## src/rtl/carry_skip_adder_pipe.sv

```systemverilog
// Pipelined carry-skip adder: each stage adds one WIDTH/STAGES segment and forwards the carry.
// Define CSA_PIPE_OVF_EN to add the signed-overflow output ovf.
module carry_skip_adder_pipe #(
   parameter int WIDTH  = 32,
   parameter int BLK    = 4,
   parameter int STAGES = 2
) (
   input  logic             clk,
   input  logic             rst,
   input  logic             in_valid,
   output logic             in_ready,
   input  logic [WIDTH-1:0] a,
   input  logic [WIDTH-1:0] b,
   input  logic             cin,
   output logic             out_valid,
   input  logic             out_ready,
   output logic [WIDTH-1:0] sum,
   output logic             cout
`ifdef CSA_PIPE_OVF_EN
   ,
   output logic             ovf
`endif
);

   if (BLK < 1 || STAGES < 1 || (WIDTH % (BLK * STAGES)) != 0) begin : g_param_check
      $error("carry_skip_adder_pipe: WIDTH must be a multiple of BLK*STAGES, BLK and STAGES >= 1");
   end

   localparam int SEG = WIDTH / STAGES;
   localparam int NB  = SEG / BLK;

   logic advance;

   assign advance  = !out_valid || out_ready;
   assign in_ready = advance;

   for (genvar k = 0; k < STAGES; k++) begin : g_stg
      // Operand bits of this segment and every later one still travel with the data.
      localparam int REM = WIDTH - k * SEG;

      logic [REM-1:0]         in_a;
      logic [REM-1:0]         in_b;
      logic                   in_c;
      logic                   in_v;
      logic [SEG-1:0]         seg_s;
      logic                   seg_co;
      logic [(k+1)*SEG-1:0]   sum_d;
      logic [(k+1)*SEG-1:0]   sum_q;
      logic                   v_q;
      logic                   c_q;

      if (k == 0) begin : g_src
         assign in_a  = a;
         assign in_b  = b;
         assign in_c  = cin;
         assign in_v  = in_valid && in_ready;
         assign sum_d = seg_s;
      end else begin : g_src
         assign in_a  = g_stg[k-1].g_ops.a_q;
         assign in_b  = g_stg[k-1].g_ops.b_q;
         assign in_c  = g_stg[k-1].c_q;
         assign in_v  = g_stg[k-1].v_q;
         assign sum_d = {seg_s, g_stg[k-1].sum_q};
      end

      // Block carry bypasses the ripple chain when every bit propagates.
      always_comb begin
         logic c;
         logic rc;
         logic p;
         logic p_all;
         c      = in_c;
         rc     = 1'b0;
         p      = 1'b0;
         p_all  = 1'b1;
         seg_s  = '0;
         for (int j = 0; j < NB; j++) begin
            p_all = 1'b1;
            rc    = c;
            for (int i = 0; i < BLK; i++) begin
               p                = in_a[j*BLK+i] ^ in_b[j*BLK+i];
               seg_s[j*BLK+i]   = p ^ rc;
               rc               = (in_a[j*BLK+i] & in_b[j*BLK+i]) | (p & rc);
               p_all            = p_all & p;
            end
            c = p_all ? c : rc;
         end
         seg_co = c;
      end

      always_ff @(posedge clk) begin
         if (rst) begin
            v_q   <= 1'b0;
            sum_q <= '0;
            c_q   <= 1'b0;
         end else if (advance) begin
            v_q   <= in_v;
            sum_q <= sum_d;
            c_q   <= seg_co;
         end
      end

      if (k < STAGES - 1) begin : g_ops
         logic [REM-SEG-1:0] a_q;
         logic [REM-SEG-1:0] b_q;

         always_ff @(posedge clk) begin
            if (advance) begin
               a_q <= in_a[REM-1:SEG];
               b_q <= in_b[REM-1:SEG];
            end
         end
      end
   end

   assign out_valid = g_stg[STAGES-1].v_q;
   assign sum       = g_stg[STAGES-1].sum_q;
   assign cout      = g_stg[STAGES-1].c_q;

`ifdef CSA_PIPE_OVF_EN
   logic ovf_q;
   logic sa;
   logic sb;
   logic ss;

   // The last stage still holds the top operand bits, so the sign test needs no extra pipeline.
   assign sa = g_stg[STAGES-1].in_a[SEG-1];
   assign sb = g_stg[STAGES-1].in_b[SEG-1];
   assign ss = g_stg[STAGES-1].seg_s[SEG-1];

   always_ff @(posedge clk) begin
      if (rst) begin
         ovf_q <= 1'b0;
      end else if (advance) begin
         ovf_q <= (sa == sb) && (ss != sa);
      end
   end

   assign ovf = ovf_q;
`endif

endmodule

```

## config.mk

```make
export PLATFORM = sky130hd
export DESIGN_NAME = carry_skip_adder_pipe
export DESIGN_NICKNAME = d
export VERILOG_FILES = /design/src/rtl/carry_skip_adder_pipe.sv
export SDC_FILE = /design/constraint.sdc
export NUM_CORES = 1
export LEC_CHECK = 0
export ABC_CLOCK_PERIOD_IN_PS = 10400
export BUFFER_PORTS_ARGS = -buffer_cell sky130_fd_sc_hd__buf_4
export CAP_MARGIN = 25
export CORE_MARGIN = 2
export CORE_UTILIZATION = 40
export CTS_CLUSTER_DIAMETER = 40
export DETAILED_ROUTE_END_ITERATION = 10
export GPL_ROUTABILITY_DRIVEN = 0
export SYNTH_ARGS = -nofsm -noshare
export SYNTH_HDL_FRONTEND = slang
export SYNTH_SLANG_ARGS = --single-unit
export TNS_END_PERCENT = 50
```

## constraint.sdc

```tcl
create_clock -name clk -period 10.4 [get_ports clk]
set_input_delay 1.56 -clock clk [delete_from_list [all_inputs] [get_ports clk]]
set_output_delay 1.56 -clock clk [all_outputs]
set_load 0.02 [all_outputs]
```

# After elaboration in Yosys (flattened, before gate mapping)
# Index checks and enable logic that the tools add are counted.
# classes
mul	0
eq_ne	0
n_bitwise	184
n_shift	0
addsub	0
mux	8
n_reduce_logical	3
div	0
n_lt_le_gt_ge	0
# op_table
cell	n
1-bit bitwise AND	88
1-bit bitwise XOR	64
1-bit bitwise OR	32
1-bit two-way mux	8
1-bit logical AND	1
1-bit logical NOT	1
1-bit logical OR	1
# totals
mem_bits_rw	0
register_bits	84
rom_bits	0
latchBits	0
output_inout_bits	35
mem_count	0
word_cells	203

# Depth between registers and ports, before layout
# Gate-level depths: netlist (run 1).
# depth
word_depth	37
mapped_depth	26

# Worst setup path before layout (run 1)
# OpenSTA, ideal clock, no wires.
# synth_timing
path_kind	input -> register
startpoint	input a[0]
endpoint	register g_stg[0].sum_q[15]
t_arrival_ns	8.285
setup_ns	0.096
required_ns	10.304
setup_slack_ns	2.019
stages	25
path_cell_list	inv_1 fa_1 inv_1 fa_1 fa_1 fa_1 mux2i_1 inv_1 fa_1 fa_1 fa_1 fa_1 nand2_1 o21ai_1 fa_1 fa_1 fa_1 fa_1 mux2_4 fa_1 fa_1 fa_1 inv_1 fa_1 a211oi_1
# synth_via
elab_chain_len	35
word_cells_on_any_way	39
# synth_rtl
element	line	text
from (decl)	12	input logic [WIDTH-1:0] a,
1-bit bitwise XOR	81	p = in_a[j*BLK+i] ^ in_b[j*BLK+i];
1-bit bitwise AND	83	rc = (in_a[j*BLK+i] & in_b[j*BLK+i]) | (p & rc);
1-bit bitwise OR	83	
1-bit bitwise AND	83	
1-bit bitwise OR	83	
1-bit bitwise AND	83	
1-bit bitwise OR	83	
1-bit bitwise AND	83	
[... 19 more ...]	--	
1-bit two-way mux *	86	c = p_all ? c : rc;
1-bit bitwise AND *	83	
1-bit bitwise OR *	83	
1-bit bitwise AND *	83	
1-bit bitwise OR *	83	
1-bit bitwise AND *	83	
1-bit bitwise OR *	83	
1-bit bitwise XOR *	82	seg_s[j*BLK+i] = p ^ rc;
to (signal assigned)	98	sum_q <= sum_d;
to (decl)	48	logic [(k+1)*SEG-1:0] sum_q;
# Every way passes the cells marked *; elsewhere a longest branch is shown, timed or not.
# A chain may end at the register's enable or synchronous reset.

# Worst setup path in the final report (run 1)
# Ends and elaborated chain as after synthesis.

==> metrics, run 1 <==
status complete, no violations; syn_nets 485; yosys warns 0; Critical Path Most Common Cell fa_1; Final min period 8610 ps; total setup buffers inserted after CTS 0; cells after synthesis 352; Pre-antenna DRT Iters 4; first-pass GRT wire length 13.1 mm; Fin. Hold Viols 0; CP max stage delay 420 ps; kind of critical path in2reg; root buffer cell clkbuf_8; largest net degree at the start of global routing 89; slowest CP cell fa_1; Num Clock Sinks 84; placed insts 573; combinational power share 19.6%; Layout Cells excl Fill 589; hpwl dp 5.60 mm; Core Region 0.00968 mm²; Rel. slew slack 37.0%; HP Class reg2reg; Post-Syn Area 0.00397 mm²; Lkg Pwr 2.29 nW; CTS tree done; critical path endpoint category register; initial antenna violation count 0; # IOs 104; worst-skew pair later-pin latency 350 ps; switch share 26.5%; worst slew pin tran 945 ps; H-tree levels 3; maximum clock insertion buffer count 2; vias per cell 4.57; share of power burned in registers 48.3%; Switch Pwr 0.000217 W; share of cells above drive strength 1 26.8%; Tot GR Track Use 15.4%; Seq/Total Area, Yosys 50.4%; grt total ovfl 0; Slew Viols, Final 0; wirelength, routed 7.81 mm; vias 2694; WL per Instance 13.3 µm; Final Util 52.5%; Worst Path Required 10660 ps; Hold WS 452 ps; final antenna-violating net count 0; Die Area 0.0107 mm²; Synth Register Bits 84; drt drc 0; crit start category input port; Final setup viols 0; PwrDens 161 mW/mm²; Initial Utilization 41.0%; Internal Power 0.000603 W; post-cts sizing count 0; fin crit share 82.8%; Fin Setup TNS 0 ps; initial drt markers 64; clk slew on worst S/H paths 80 ps; critical path arrival 8870 ps; library cells used by synthesis 22; fmax 116 MHz; clk_skew 8.33 ps; Clk pwr share 32.2%; VDD IR max 74.1 µV; vias in the first global route 2711; Die Wd 104 µm; Port Buffer Count 103; unrepaired setup endpoints after global routing false; average size of a mapped cell 11.3 µm²; chip height 104 µm; nets@finish 584; Max Cap Violations 0; Area growth, synth to finish 28.1%; fillcell total 895; Power, Total 0.000820 W; total CTS buffers 9; cts hold-fix bufs 0; FP Rows 36; Worst Path Max Fanout 2; antenna fix cells 0
## metrics by stage
step	setup WS [ps]	instance area (µm²)
6_report	1790	5090
4_1_cts	1810	5090
5_1_grt	1490	5090
3_3_place_gp	1650	4860
2_1_floorplan	2020	3970
3_5_place_dp	1440	4860
## power groups by stage
stage	combinational, W	clock (W)	sequential, W
final	0.000160	0.000264	0.000396
after global routing	0.000183	0.000286	0.000401
after CTS	0.000163	0.000273	0.000397
after detailed placement	0.000162	0	0.000404
after global placement	0.000158	0	0.000404
after floorplan	0.0000713	0	0.000421
## synthesized netlist by cell type
master,instances,area [µm²]
nand2_1,92,345
dfxtp_1,52,1040
a21oi_1,45,225
edfxtp_1,32,961
fa_1,32,641
ha_1,32,400
inv_1,17,63.8
nand4_1,8,50.1
buf_2,7,35.0
clkbuf_1,7,26.3
nor2_1,6,22.5
a211oi_1,4,30.0
buf_1,3,11.3
nor3_1,3,15.0
a211o_1,2,17.5
mux2i_1,2,20.0
nor4b_1,2,17.5
o21ai_1,2,10.0
mux2_2,1,11.3
mux2_4,1,15.0
nor2b_1,1,6.26
nor3b_1,1,7.51
## critical path: cells and delay by family
| kind | cells | cell delay (ps) |
|---|---|---|
| buffers and inverters | 5 | 410 |
| AND/OR/NAND/NOR | 1 | 60 |
| multiplexers | 2 | 510 |
| AO/OA/AOI/OAI | 2 | 310 |
| adder cells (fa/ha/maj) | 16 | 6020 |
## state kept, by name (all words and copies together) (netlist names)
register / count
sum: 32
g_stg.g_ops.a_q: 16
g_stg.g_ops.b_q: 16
g_stg.sum_q: 16
cout: 1
g_stg.c_q: 1
g_stg.v_q: 1
out_valid: 1
## cell type report
cell class	instances	area, µm²	area share (%)
flip-flops and latches	84	2000	39.3
well taps	133	166	3.27
inverters	17	63.8	1.25
clock inverters	3	66.3	1.30
clock buffers	13	160	3.15
repair buffers	105	788	15.5
multi-input cells	234	1840	36.2
## layout by cell type (no fill, tap or decap), types with 2 or more instances in the layout
| cell | count |
|---|---|
| nor2_1 | 6 |
| edfxtp_1 | 32 |
| mux2i_1 | 2 |
| ha_1 | 32 |
| a211oi_1 | 4 |
| clkbuf_1 | 3 |
| o21ai_1 | 2 |
| bufinv_16 | 2 |
| fa_1 | 32 |
| nand2_1 | 92 |
| nor3_1 | 3 |
| dfxtp_1 | 52 |
| buf_4 | 105 |
| clkbuf_8 | 9 |
| nor4b_1 | 2 |
| inv_1 | 16 |
| nand4_1 | 8 |
| a211o_1 | 2 |
| a21oi_1 | 45 |
## metal layers
layer,GRT usage [%],vias up,wire length [µm]
li1,-,1348,-
met1,19.8,1267,3480
met2,25.1,65,3790
met3,3.46,14,366
met4,6.66,0,167
met5,0,-,0
## path summary, 6_finish.rpt
| kind | startpoint | end | slack [ps] | cells after the start |
|---|---|---|---|---|
| setup / recovery | a[0] | g_stg[0].sum_q[15] | 1790 | 26 |
| hold / removal | sum[18] | sum[18] | 450 | 2 |
| setup reg to reg | g_stg[0].g_ops.a_q[0] | sum[31] | 2730 | 25 |
| hold reg to reg | sum[18] | sum[18] | 450 | 2 |
## logic make-up (layout without fill, tap and decap cells)
logic type	count (synthesis)	count (layout)	share of synthesized area, %
compound gates	53	53	7.12
fa+ha+maj	64	64	26.2
buf+inv	34	138	3.43
flops	84	84	50.4
mux	4	4	1.17
simple gates	113	113	11.7
No activity file was read; power rests on OpenSTA's default activity.
==> run 2, diff against run 1 <==
ABC_CLOCK_PERIOD_IN_PS = 7700   (was 10400)
PLACE_DENSITY = 0.66   (was not set)
clock period = 7.7 ns   (was 10.4 ns; I/O delays follow)
==> metrics, run 2 (synthesis gave the netlist of run 1 again) <==
status complete, no violations; crit start category input port; CTS tree done; fillcell total 870 (-2.8%); unrepaired setup endpoints after global routing true; grt total ovfl 0 (unchanged); vias per cell 4.62 (+1.0%); root buffer cell clkbuf_8; Die Area 0.0107 mm² (unchanged); R2R depth 25 (unchanged); largest net degree at the start of global routing 88 (-1.1%); first-pass GRT wire length 13.2 mm (+0.79%); initial drt markers 56 (-13%); hpwl dp 5.65 mm (+0.98%); commonest non-fill, non-tap cells in the layout buf_4, nand2_1, dfxtp_1, a21oi_1; fin crit share 98.7%; clk_skew 12.5 ps (+4.19 ps); chip height 104 µm (unchanged); Crit Reg-Reg Endpoint sum[31]; max reg flops 32 (unchanged); initial antenna violation count 0 (unchanged); Pre-antenna DRT Iters 4 (unchanged); R2R Path Start g_stg[0].g_ops.b_q[0]; Final min period 7600 ps; total CTS buffers 9 (unchanged); worst-skew pair later-pin latency 340 ps (about the same); # IOs 104 (unchanged); kind of critical path in2reg; critical path arrival 7860 ps (-1010 ps); commonest non-fill, non-tap cell in the layout buf_4; critical path endpoint category register; FP Rows 36 (unchanged); antenna fix cells 0 (unchanged); Port Buffer Count 103 (unchanged); hold path depth 2 (unchanged); Rel. slew slack 37.7% (+0.76 points); VDD IR max 118 µV (+60%); nets@finish 589 (+0.86%); vias in the first global route 2822 (+4.1%); PwrDens 208 mW/mm² (+29%); R2R Setup Slk 300 ps (-2430 ps); Lkg Pwr 2.27 nW (-0.77%); Fin. Hold Viols 0 (unchanged); drt drc 0 (unchanged); WL per Instance 13.4 µm (+1.0%); Final setup viols 0 (unchanged); Die Wd 104 µm (unchanged); share of cells above drive strength 1 33.8% (+7.1 points); wirelength, routed 7.96 mm (+1.9%); final antenna-violating net count 0 (unchanged); maximum clock insertion buffer count 2 (unchanged); clk slew on worst S/H paths 80 ps (about the same); hold path start sum[11]; Worst Path Max Fanout 2 (unchanged); Initial Utilization 41.0% (unchanged); Num Clock Sinks 84 (unchanged); Max Cap Violations 0 (unchanged); Slew Viols, Final 0 (unchanged); HP Class reg2reg; vias 2744 (+1.9%); cts hold-fix bufs 0 (unchanged); Area growth, synth to finish 30.4%; Worst Path Required 7960 ps (-2700 ps); Tot GR Track Use 15.4% (about the same); Worst Hold Path EP sum[11]; fmax 132 MHz; worst slew pin tran 934 ps (-11.4 ps); Core Region 0.00968 mm² (unchanged); Power, Total 0.00108 W (+31%); Fin Setup TNS 0 ps (unchanged); H-tree levels 3 (unchanged)
## run 2: changes by cell type in the layout (fill, tap and decap cells not counted), sizes merged
cell      previous run  this run
buf                105       110
bufinv               2         0
clkbuf              13        14
clkinv               0         1
clkinvlp             0         1
inv                 18        17
## run 2: through the flow
step / utilization, % / instance area (µm²) / worst slack, ps / instances / hold slack [ps]
2_1_floorplan: - / 3990 / 40.4 / 352 / 432
3_3_place_gp: 50.7 / 4910 / -313 / 577 / 439
3_5_place_dp: 50.7 / 4910 / -506 / 577 / 444
4_1_cts: 53.1 / 5150 / -4.72 / 593 / 455
5_1_grt: 53.5 / 5180 / -139 / 594 / 473
6_report: 53.5 / 5180 / 96.6 / 594 / 451
## run 2: worst max-delay path, cell delays in order
cell and delay (ps):
buf_4 120, inv_2 60, fa_2 190, inv_1 50, fa_2 330, fa_2 350, fa_2 380, mux2i_4 190
inv_2 60, fa_2 340, fa_2 350, fa_2 350, fa_2 340, nand2_2 70, o21ai_2 70, fa_2 370
fa_2 370, fa_2 350, fa_2 340, mux2_4 280, fa_2 340, fa_2 350, fa_1 360, inv_1 70
fa_1 420, a211oi_2 200
## run 2: final cells by class
class	instances	area [µm²]	share of cell area (%)
clock buffers	14	185	3.57
clock inverters	2	16.3	0.314
inverters	17	63.8	1.23
multi-input cells	234	1920	37.1
flip-flops and latches	84	2000	38.6
well taps	133	166	3.21
repair buffers	110	826	15.9
## run 2: how the worst max path moves through the flow
| stage | startpoint | endpoint | slack (ps) |
|---|---|---|---|
| after detailed placement | a[0] | g_stg[0].sum_q[15] | -510 |
| after global placement | a[0] | g_stg[0].sum_q[15] | -310 |
| after floorplan | a[0] | g_stg[0].sum_q[15] | 40 |
| after CTS | a[0] | g_stg[0].sum_q[15] | -5 |
| after global routing | a[0] | g_stg[0].sum_q[15] | -140 |
| final | a[0] | g_stg[0].sum_q[15] | 100 |
## run 2: what timing repair did
action / in CTS / in global routing
cloned: 0 / 0
setup endpoints to repair: 3 / 4
gates resized for setup: 13 / 9
setup buffers: 0 / 1
hold endpoints to repair: 0 / 0
pin swaps: 4 / 3
## run 2: layer usage
layer  share of wire [%]  track usage, %  up-vias
li1                    -               -     1362
met4                 1.7            6.85        0
met1                  44            19.4     1304
met2                  51            25.9       68
met5                   0               0        -
met3                 3.9            3.02       10
## run 2: power by group
part           switching [W]  internal [W]  total, W  leakage [nW]
clock               0.000152      0.000158  0.000310        0.0972
sequential         0.0000280      0.000509  0.000537         0.766
combinational       0.000118      0.000112  0.000230          1.41
total               0.000298      0.000779   0.00108          2.27
